### src/rtl/example_mul_mac_pipe_pkg.sv
`default_nettype none
// ============================================================================
// Package     : example_mac_pkg
// Description : Mode encodings and saturation bounds shared by the MAC pipe.
// Revision    : 1.0
// ============================================================================
package example_mac_pkg;

    localparam logic MODE_MUL = 1'b0;
    localparam logic MODE_ACC = 1'b1;

    // Two's-complement bounds of a w-bit signed value, w <= 64.
    function automatic logic signed [63:0] sat_max(input int w);
        return (64'sd1 <<< (w - 1)) - 64'sd1;
    endfunction

    function automatic logic signed [63:0] sat_min(input int w);
        return -(64'sd1 <<< (w - 1));
    endfunction

endpackage
`default_nettype wire

### src/rtl/example_mul_mac_pipe_if.sv
`default_nettype none
// ============================================================================
// Interface   : example_mul_mac_pipe_if
// Description : Input beat / output result handshakes of the MAC pipe.
// Revision    : 1.0
// ============================================================================
interface example_mul_mac_pipe_if #(
    parameter int A_W   = 14,
    parameter int B_W   = 8,
    parameter int ACC_W = 32
);
    logic                    in_valid;
    logic                    in_ready;
    logic signed [A_W-1:0]   in_a;
    logic        [B_W-1:0]   in_b;
    logic                    in_mode;
    logic                    in_last;
    logic                    out_valid;
    logic                    out_ready;
    logic signed [ACC_W-1:0] out_p;
    logic                    out_ovf;
    logic                    busy;

    modport master (
        output in_valid, in_a, in_b, in_mode, in_last, out_ready,
        input  in_ready, out_valid, out_p, out_ovf, busy
    );

    modport slave (
        input  in_valid, in_a, in_b, in_mode, in_last, out_ready,
        output in_ready, out_valid, out_p, out_ovf, busy
    );
endinterface
`default_nettype wire

### src/rtl/example_mul_mac_pipe_mult.sv
`default_nettype none
// ============================================================================
// Module      : example_mul_mac_pipe_mult
// Description : Signed x unsigned multiplier followed by DEPTH register
//               stages carrying the beat's valid/mode/last sideband.
// Revision    : 1.0
// ============================================================================
module example_mul_mac_pipe_mult
    import example_mac_pkg::*;
#(
    parameter int A_W   = 14,
    parameter int B_W   = 8,
    parameter int DEPTH = 2
) (
    input  wire logic                   clk,
    input  wire logic                   rst_n,
    input  wire logic                   i_en,
    input  wire logic                   i_valid,
    input  wire logic                   i_mode,
    input  wire logic                   i_last,
    input  wire logic signed [A_W-1:0]  i_a,
    input  wire logic        [B_W-1:0]  i_b,
    output logic                        o_valid,
    output logic                        o_mode,
    output logic                        o_last,
    output logic signed [A_W+B_W:0]     o_prod
);
    localparam int c_pw = A_W + B_W + 1;

    logic signed [c_pw-1:0] w_prod;
    logic signed [c_pw-1:0] r_prod [DEPTH];
    logic        [DEPTH-1:0] r_valid;
    logic        [DEPTH-1:0] r_mode;
    logic        [DEPTH-1:0] r_last;

    // Both operands widened to the full product width so the multiply is exact.
    assign w_prod = c_pw'(i_a) * c_pw'($signed({1'b0, i_b}));

    always_ff @(posedge clk or negedge rst_n) begin
        if (!rst_n) begin
            for (int i = 0; i < DEPTH; i++) begin
                r_prod[i] <= '0;
            end
            r_valid <= '0;
            r_mode  <= '0;
            r_last  <= '0;
        end else if (i_en) begin
            r_prod[0]  <= w_prod;
            r_valid[0] <= i_valid;
            r_mode[0]  <= i_mode;
            r_last[0]  <= i_last;
            for (int i = 1; i < DEPTH; i++) begin
                r_prod[i]  <= r_prod[i-1];
                r_valid[i] <= r_valid[i-1];
                r_mode[i]  <= r_mode[i-1];
                r_last[i]  <= r_last[i-1];
            end
        end
    end

    assign o_prod  = r_prod[DEPTH-1];
    assign o_valid = r_valid[DEPTH-1];
    assign o_mode  = r_mode[DEPTH-1];
    assign o_last  = r_last[DEPTH-1];

endmodule
`default_nettype wire

### src/rtl/example_mul_mac_pipe.sv
`default_nettype none
// ============================================================================
// Module      : example_mul_mac_pipe
// Description : Pipelined multiply / saturating multiply-accumulate unit with
//               a single global stall derived from output backpressure.
// Revision    : 1.0
// ============================================================================
module example_mul_mac_pipe
    import example_mac_pkg::*;
#(
    parameter int A_W       = 14,
    parameter int B_W       = 8,
    parameter int ACC_W     = 32,
    parameter int NUM_STAGE = 3
) (
    input  wire logic             ap_clk,
    input  wire logic             ap_rst_n,
    example_mul_mac_pipe_if.slave bus
);
    localparam int                      c_pw      = A_W + B_W + 1;
    localparam logic signed [ACC_W-1:0] c_acc_max = ACC_W'(sat_max(ACC_W));
    localparam logic signed [ACC_W-1:0] c_acc_min = ACC_W'(sat_min(ACC_W));

    logic                    w_en;
    logic                    w_s_valid;
    logic                    w_s_mode;
    logic                    w_s_last;
    logic signed [c_pw-1:0]  w_s_prod;
    logic signed [ACC_W-1:0] w_prod_ext;
    logic        [ACC_W:0]   w_sum_wide;
    logic                    w_add_sat;
    logic signed [ACC_W-1:0] w_acc_sum;

    logic                    r_out_valid;
    logic signed [ACC_W-1:0] r_out_p;
    logic                    r_out_ovf;
    logic signed [ACC_W-1:0] r_acc;
    logic                    r_busy;
    logic                    r_grp_ovf;

    // A held result freezes every stage, including the input.
    assign w_en         = !(r_out_valid && !bus.out_ready);
    assign bus.in_ready = w_en;

    example_mul_mac_pipe_mult #(
        .A_W   (A_W),
        .B_W   (B_W),
        .DEPTH (NUM_STAGE - 1)
    ) u_mult (
        .clk     (ap_clk),
        .rst_n   (ap_rst_n),
        .i_en    (w_en),
        .i_valid (bus.in_valid),
        .i_mode  (bus.in_mode),
        .i_last  (bus.in_last),
        .i_a     (bus.in_a),
        .i_b     (bus.in_b),
        .o_valid (w_s_valid),
        .o_mode  (w_s_mode),
        .o_last  (w_s_last),
        .o_prod  (w_s_prod)
    );

    assign w_prod_ext = ACC_W'(w_s_prod);

    // One guard bit detects overflow; the guard's sign picks the clamp side.
    assign w_sum_wide = {r_acc[ACC_W-1], r_acc} + {w_prod_ext[ACC_W-1], w_prod_ext};
    assign w_add_sat  = w_sum_wide[ACC_W] != w_sum_wide[ACC_W-1];
    assign w_acc_sum  = !w_add_sat         ? w_sum_wide[ACC_W-1:0] :
                        w_sum_wide[ACC_W]  ? c_acc_min : c_acc_max;

    always_ff @(posedge ap_clk or negedge ap_rst_n) begin
        if (!ap_rst_n) begin
            r_out_valid <= 1'b0;
            r_out_p     <= '0;
            r_out_ovf   <= 1'b0;
            r_acc       <= '0;
            r_busy      <= 1'b0;
            r_grp_ovf   <= 1'b0;
        end else if (w_en) begin
            r_out_valid <= 1'b0;
            if (w_s_valid) begin
                if (w_s_mode == MODE_MUL) begin
                    r_out_valid <= 1'b1;
                    r_out_p     <= w_prod_ext;
                    r_out_ovf   <= 1'b0;
                end else if (w_s_last) begin
                    r_out_valid <= 1'b1;
                    r_out_p     <= w_acc_sum;
                    r_out_ovf   <= r_grp_ovf | w_add_sat;
                    r_acc       <= '0;
                    r_busy      <= 1'b0;
                    r_grp_ovf   <= 1'b0;
                end else begin
                    r_acc       <= w_acc_sum;
                    r_busy      <= 1'b1;
                    r_grp_ovf   <= r_grp_ovf | w_add_sat;
                end
            end
        end
    end

    assign bus.out_valid = r_out_valid;
    assign bus.out_p     = r_out_p;
    assign bus.out_ovf   = r_out_ovf;
    assign bus.busy      = r_busy;

endmodule
`default_nettype wire

### src/flat_wrapper.sv
// flat-port wrapper written by rule: the top's interface ports become plain ports
module example_mul_mac_pipe_flat import example_mac_pkg::*;
#(
    parameter int A_W       = 14,
    parameter int B_W       = 8,
    parameter int ACC_W     = 32,
    parameter int NUM_STAGE = 3
)
  (ap_clk, ap_rst_n, bus_in_valid, bus_in_a, bus_in_b, bus_in_mode, bus_in_last, bus_out_ready, bus_in_ready, bus_out_valid, bus_out_p, bus_out_ovf, bus_busy);
  example_mul_mac_pipe_if #(.A_W(A_W), .B_W(B_W), .ACC_W(ACC_W)) bus_i ();
  input  wire logic ap_clk;
  input  wire logic ap_rst_n;
  input wire logic [$bits(bus_i.in_valid)-1:0] bus_in_valid;
  input wire logic [$bits(bus_i.in_a)-1:0] bus_in_a;
  input wire logic [$bits(bus_i.in_b)-1:0] bus_in_b;
  input wire logic [$bits(bus_i.in_mode)-1:0] bus_in_mode;
  input wire logic [$bits(bus_i.in_last)-1:0] bus_in_last;
  input wire logic [$bits(bus_i.out_ready)-1:0] bus_out_ready;
  output wire logic [$bits(bus_i.in_ready)-1:0] bus_in_ready;
  output wire logic [$bits(bus_i.out_valid)-1:0] bus_out_valid;
  output wire logic [$bits(bus_i.out_p)-1:0] bus_out_p;
  output wire logic [$bits(bus_i.out_ovf)-1:0] bus_out_ovf;
  output wire logic [$bits(bus_i.busy)-1:0] bus_busy;
  assign bus_i.in_valid = bus_in_valid;
  assign bus_i.in_a = bus_in_a;
  assign bus_i.in_b = bus_in_b;
  assign bus_i.in_mode = bus_in_mode;
  assign bus_i.in_last = bus_in_last;
  assign bus_i.out_ready = bus_out_ready;
  assign bus_in_ready = bus_i.in_ready;
  assign bus_out_valid = bus_i.out_valid;
  assign bus_out_p = bus_i.out_p;
  assign bus_out_ovf = bus_i.out_ovf;
  assign bus_busy = bus_i.busy;
  example_mul_mac_pipe #(.A_W(A_W), .B_W(B_W), .ACC_W(ACC_W), .NUM_STAGE(NUM_STAGE)) u_core (.ap_clk(ap_clk), .ap_rst_n(ap_rst_n), .bus(bus_i));
endmodule
### config.mk
export PLATFORM = sky130hd
export DESIGN_NAME = example_mul_mac_pipe_flat
export DESIGN_NICKNAME = d
export VERILOG_FILES = /design/src/rtl/example_mul_mac_pipe_pkg.sv /design/src/rtl/example_mul_mac_pipe_if.sv /design/src/rtl/example_mul_mac_pipe_mult.sv /design/src/rtl/example_mul_mac_pipe.sv /design/src/flat_wrapper.sv
export SDC_FILE = /design/constraint.sdc
export NUM_CORES = 1
export LEC_CHECK = 0
export ABC_AREA = 1
export BUFFER_PORTS_ARGS = -buffer_cell sky130_fd_sc_hd__buf_2
export CAP_MARGIN = 40
export CELL_PAD_IN_SITES_DETAIL_PLACEMENT = 1
export CELL_PAD_IN_SITES_GLOBAL_PLACEMENT = 1
export CORE_UTILIZATION = 46
export CTS_CLUSTER_DIAMETER = 150
export DETAILED_ROUTE_END_ITERATION = 10
export PLACE_DENSITY = 0.87
export SYNTH_ARGS = -nofsm -noshare
export SYNTH_HDL_FRONTEND = slang
export SYNTH_SLANG_ARGS = --single-unit
### constraint.sdc
create_clock -name ap_clk -period 3.2 [get_ports ap_clk]
set_clock_uncertainty 0.15 [all_clocks]
set_input_delay 0.16 -clock ap_clk [delete_from_list [all_inputs] [get_ports ap_clk]]
set_output_delay 0.16 -clock ap_clk [all_outputs]
set_load 0.02 [all_outputs]
==> flow_metrics.tcl <==
set metrics [dict create \
    syn_inst 1622 \
    synth_edf_count 0 \
    r2r-start "u_core.u_mult.o_prod[0]" \
    r2r-end "u_core.bus.out_p[13]" \
    async_flop_share_pct 100 \
    cts_max_path_buffers 2 \
    dp_hpwl_mm 28.1 \
    path_max_fanout 8 \
    dieWidth_um 160 \
    cts_buffers 17 \
    min_period_ns 3.94 \
    yosys-top-cells-area "dfrtp_1 (26%), nand2_1 (19%), fa_1 (16%)" \
    fmax_ghz 0.254 \
    synth_flop_cell "dfrtp_1" \
    startpoint "bus_in_b[5]" \
    end_kind "flip-flop" \
    cp_num_buf_inv 5 \
    antenna_found_initial 0 \
    die_h_um 160 \
    report.final.slew_viol_count 0 \
    finalSetupViolations 16 \
    wl_mm 44.1 \
    min_period_over_period_pct 123 \
    drv_cap 0 \
    cts.sinks 120 \
    firstDrtPassIters 4 \
    fillers 3024 \
    cpMaxStageDelayCell "fa_1" \
    cp.required_ns 3.42 \
    fin_nets 1966 \
    gp_congestion 0.910 \
    yosysWarnings 0 \
    criticalPathCategory "in2reg" \
    slew-limit-headroom_pct 51.4 \
    io_buffer_count 63 \
    die_area_sq_um 25700 \
    avgSynthCellArea_sq_um 7.11 \
    ios 64 \
    fin_ws_ns -0.740 \
    yosysMostFrequentCell "nand2_1" \
    num_antenna_cells 0 \
    path_common_cell "fa_1" \
    core_area_sq_um 24500 \
    grt_pass1_vias 12600 \
    worst_pin_slew_ns 0.726 \
    finalHoldViolCount 0 \
    critPathTopFamily "adder cells" \
    clk_pin_slew_worst_paths_ns 0.07 \
    drc_errors 0 \
    grt_overflow_total 0 \
    vias_per_cell 5.46 \
    crit_chain "buf_12 > nand2_1 > inv_1 > fa_1 > fa_1 > fa_1 > inv_1 > fa_1 > inv_2 > ha_4 > nand4_1 > nor2_1 > nor2_1 > o21ai_2 > buf_4 > xor2_1 > nand2_1 > nand2_1" \
    postRouteAntennaNets 0 \
    hold_end "u_core.u_mult.r_prod[23]" \
    drt-initial-drc-count 638 \
    floorplan.initialDensity_pct 47.1 \
    start_kind "input port" \
    netlist_area_sq_um 11500 \
    min-delay-start "bus_in_a[0]" \
    track_usage_pct 31.4 \
    layout-drive-gt1-share_pct 24.0 \
    yosysTopAreaCellShare_pct 26.0 \
    ys_types 41 \
    rsz0062_at_grt "true" \
    hold_path_class "in2reg" \
    yosys-top-cells-count "nand2_1 (588), inv_1 (299), dfrtp_1 (120)" \
    area_delta_synth_final_pct 28.6 \
    ys_ff_latch 120 \
    slowest_delay_ns 0.61 \
    status "complete, but fails checks" \
    synth_top_cell_by_area "dfrtp_1" \
    ys_seq_area_share_pct 26.0 \
    htree_levels 4 \
    whs_ns 0.0744 \
    ff2ff_path_depth 18 \
    whs_path_depth 4 \
    violations "setup timing" \
    grt_first_pass_wirelength_mm 63.6 \
    synth_fp_nets 1819 \
    reg2reg_slack_ns 0.20 \
    grt_max_degree 57 \
    vias 11500 \
    insertion_delay_ns 0.43 \
    rows 57 \
    tritoncts "yes" \
    worstPathArrival_ns 4.16 \
    cts-root-buf "clkbuf_16" \
    wl_per_cell_um 21.0 \
]
==> timing repair <==
item,4_1_cts,5_1_grt
gates resized for setup,123,89
pin swaps,47,60
hold buffers,4,0
cloned,1,4
endpoints found under the setup margin,17,74
hold endpoints to repair,49,0
buffers inserted,9,12
==> worst register-to-register path, cell delays in order, from the launching register on <==
cell	delay (ns)
dfrtp_1	0.39
ha_1	0.23
fa_2	0.39
nand3_1	0.10
nand2_1	0.11
nand2_1	0.13
nand2_2	0.11
nand2_2	0.10
nand2_4	0.08
nand2_2	0.10
nand2_1	0.07
nand2_1	0.06
nand2_1	0.15
nand2_4	0.15
buf_12	0.18
nand2_1	0.14
nand2_1	0.10
nand2_1	0.10
nand2_1	0.09
==> metrics by stage <==
stage | std cells | area (sq um) | setup TNS, ns | worst slack (ns) | utilization, %
final | 2106 | 14800 | -8.58 | -0.740 | 60.6
after global routing | 2106 | 14800 | -9.92 | -0.805 | 60.6
after CTS | 2094 | 14300 | -5.64 | -0.480 | 58.5
after detailed placement | 2049 | 13200 | -17.67 | -1.21 | 54.0
after global placement | 2048 | 13200 | -14.29 | -1.11 | 53.9
after floorplan | 1622 | 12200 | -7.52 | -0.679 | -
==> registers in the layout, summed over array words and instances, names as in the netlist, 2 cells and up <==
register               cells
u_core.u_mult.r_last       2
u_core.u_mult.r_valid      2
u_core.bus.out_p          32
u_core.r_acc              32
u_core.u_mult.r_prod      23
u_core.u_mult.r_mode       2
u_core.u_mult.o_prod      23
==> kinds of logic (layout without fill, tap and decap cells) <==
logic type | Yosys count | in the layout | share of synthesized area (%)
simple gates | 741 | 742 | 25.7
buf+inv | 363 | 522 | 12.2
compound gates | 200 | 200 | 9.61
fa+ha+maj | 169 | 169 | 24.3
flops | 120 | 120 | 26.0
xor+xnor | 29 | 29 | 2.20
==> layer usage <==
metal	global-route usage (%)	wire, um	vias up
met1	34.6	16500	5795
met2	60.2	23800	337
met5	0	0	-
met4	15.3	2480	0
li1	-	-	5201
met3	2.89	1390	166
==> layout make-up <==
cell class,count,area (sq um),share of cell area (%)
Multi-Input combinational cell,1140,8010,54.0
Timing Repair Buffer,183,1680,11.3
Inverter,307,1150,7.79
Clock buffer,17,425,2.87
Clock inverter,15,151,1.02
Tap cell,324,405,2.73
Sequential cell,120,3000,20.3
==> cells in the final DEF (no fill, tap or decap), types with 4 or more instances in the layout <==
master	Yosys	final
nand3_2	1	10
o21ai_0	68	41
a21oi_1	83	65
nand2_1	588	541
buf_12	0	16
buf_2	1	42
nand4_1	6	6
nor2_4	0	6
buf_6	5	24
ha_1	78	56
inv_2	6	45
xnor2_1	17	16
o21ai_2	0	8
a21oi_4	1	9
a21oi_2	13	23
ha_4	0	21
nand2_4	3	23
nand2_2	10	36
nand3b_1	9	9
nand3_1	34	25
o21bai_1	7	7
nor2_1	74	65
nor3_1	6	4
buf_4	0	90
dlygate4sd3_1	0	4
xor2_1	12	10
inv_1	299	259
clkbuf_16	0	20
o21ai_1	18	35
nor2_2	2	5
fa_2	0	10
fa_1	91	81
inv_6	0	7
dfrtp_1	120	119
==> how the worst max path moves through the flow <==
stage,depth (start not counted),slack [ns],endpoint
CTS,18,-0.48,u_core.u_mult.r_prod[45]
global route,22,-0.81,u_core.u_mult.r_prod[41]
global placement,19,-1.11,u_core.u_mult.r_prod[45]
floorplan,17,-0.68,u_core.u_mult.r_prod[45]
detailed placement,18,-1.21,u_core.u_mult.r_prod[45]
finish,18,-0.74,u_core.u_mult.r_prod[35]
Power is left out: the tool's default activity adds up to more than one toggle a clock period on the data nets, which glitch-free logic cannot reach.
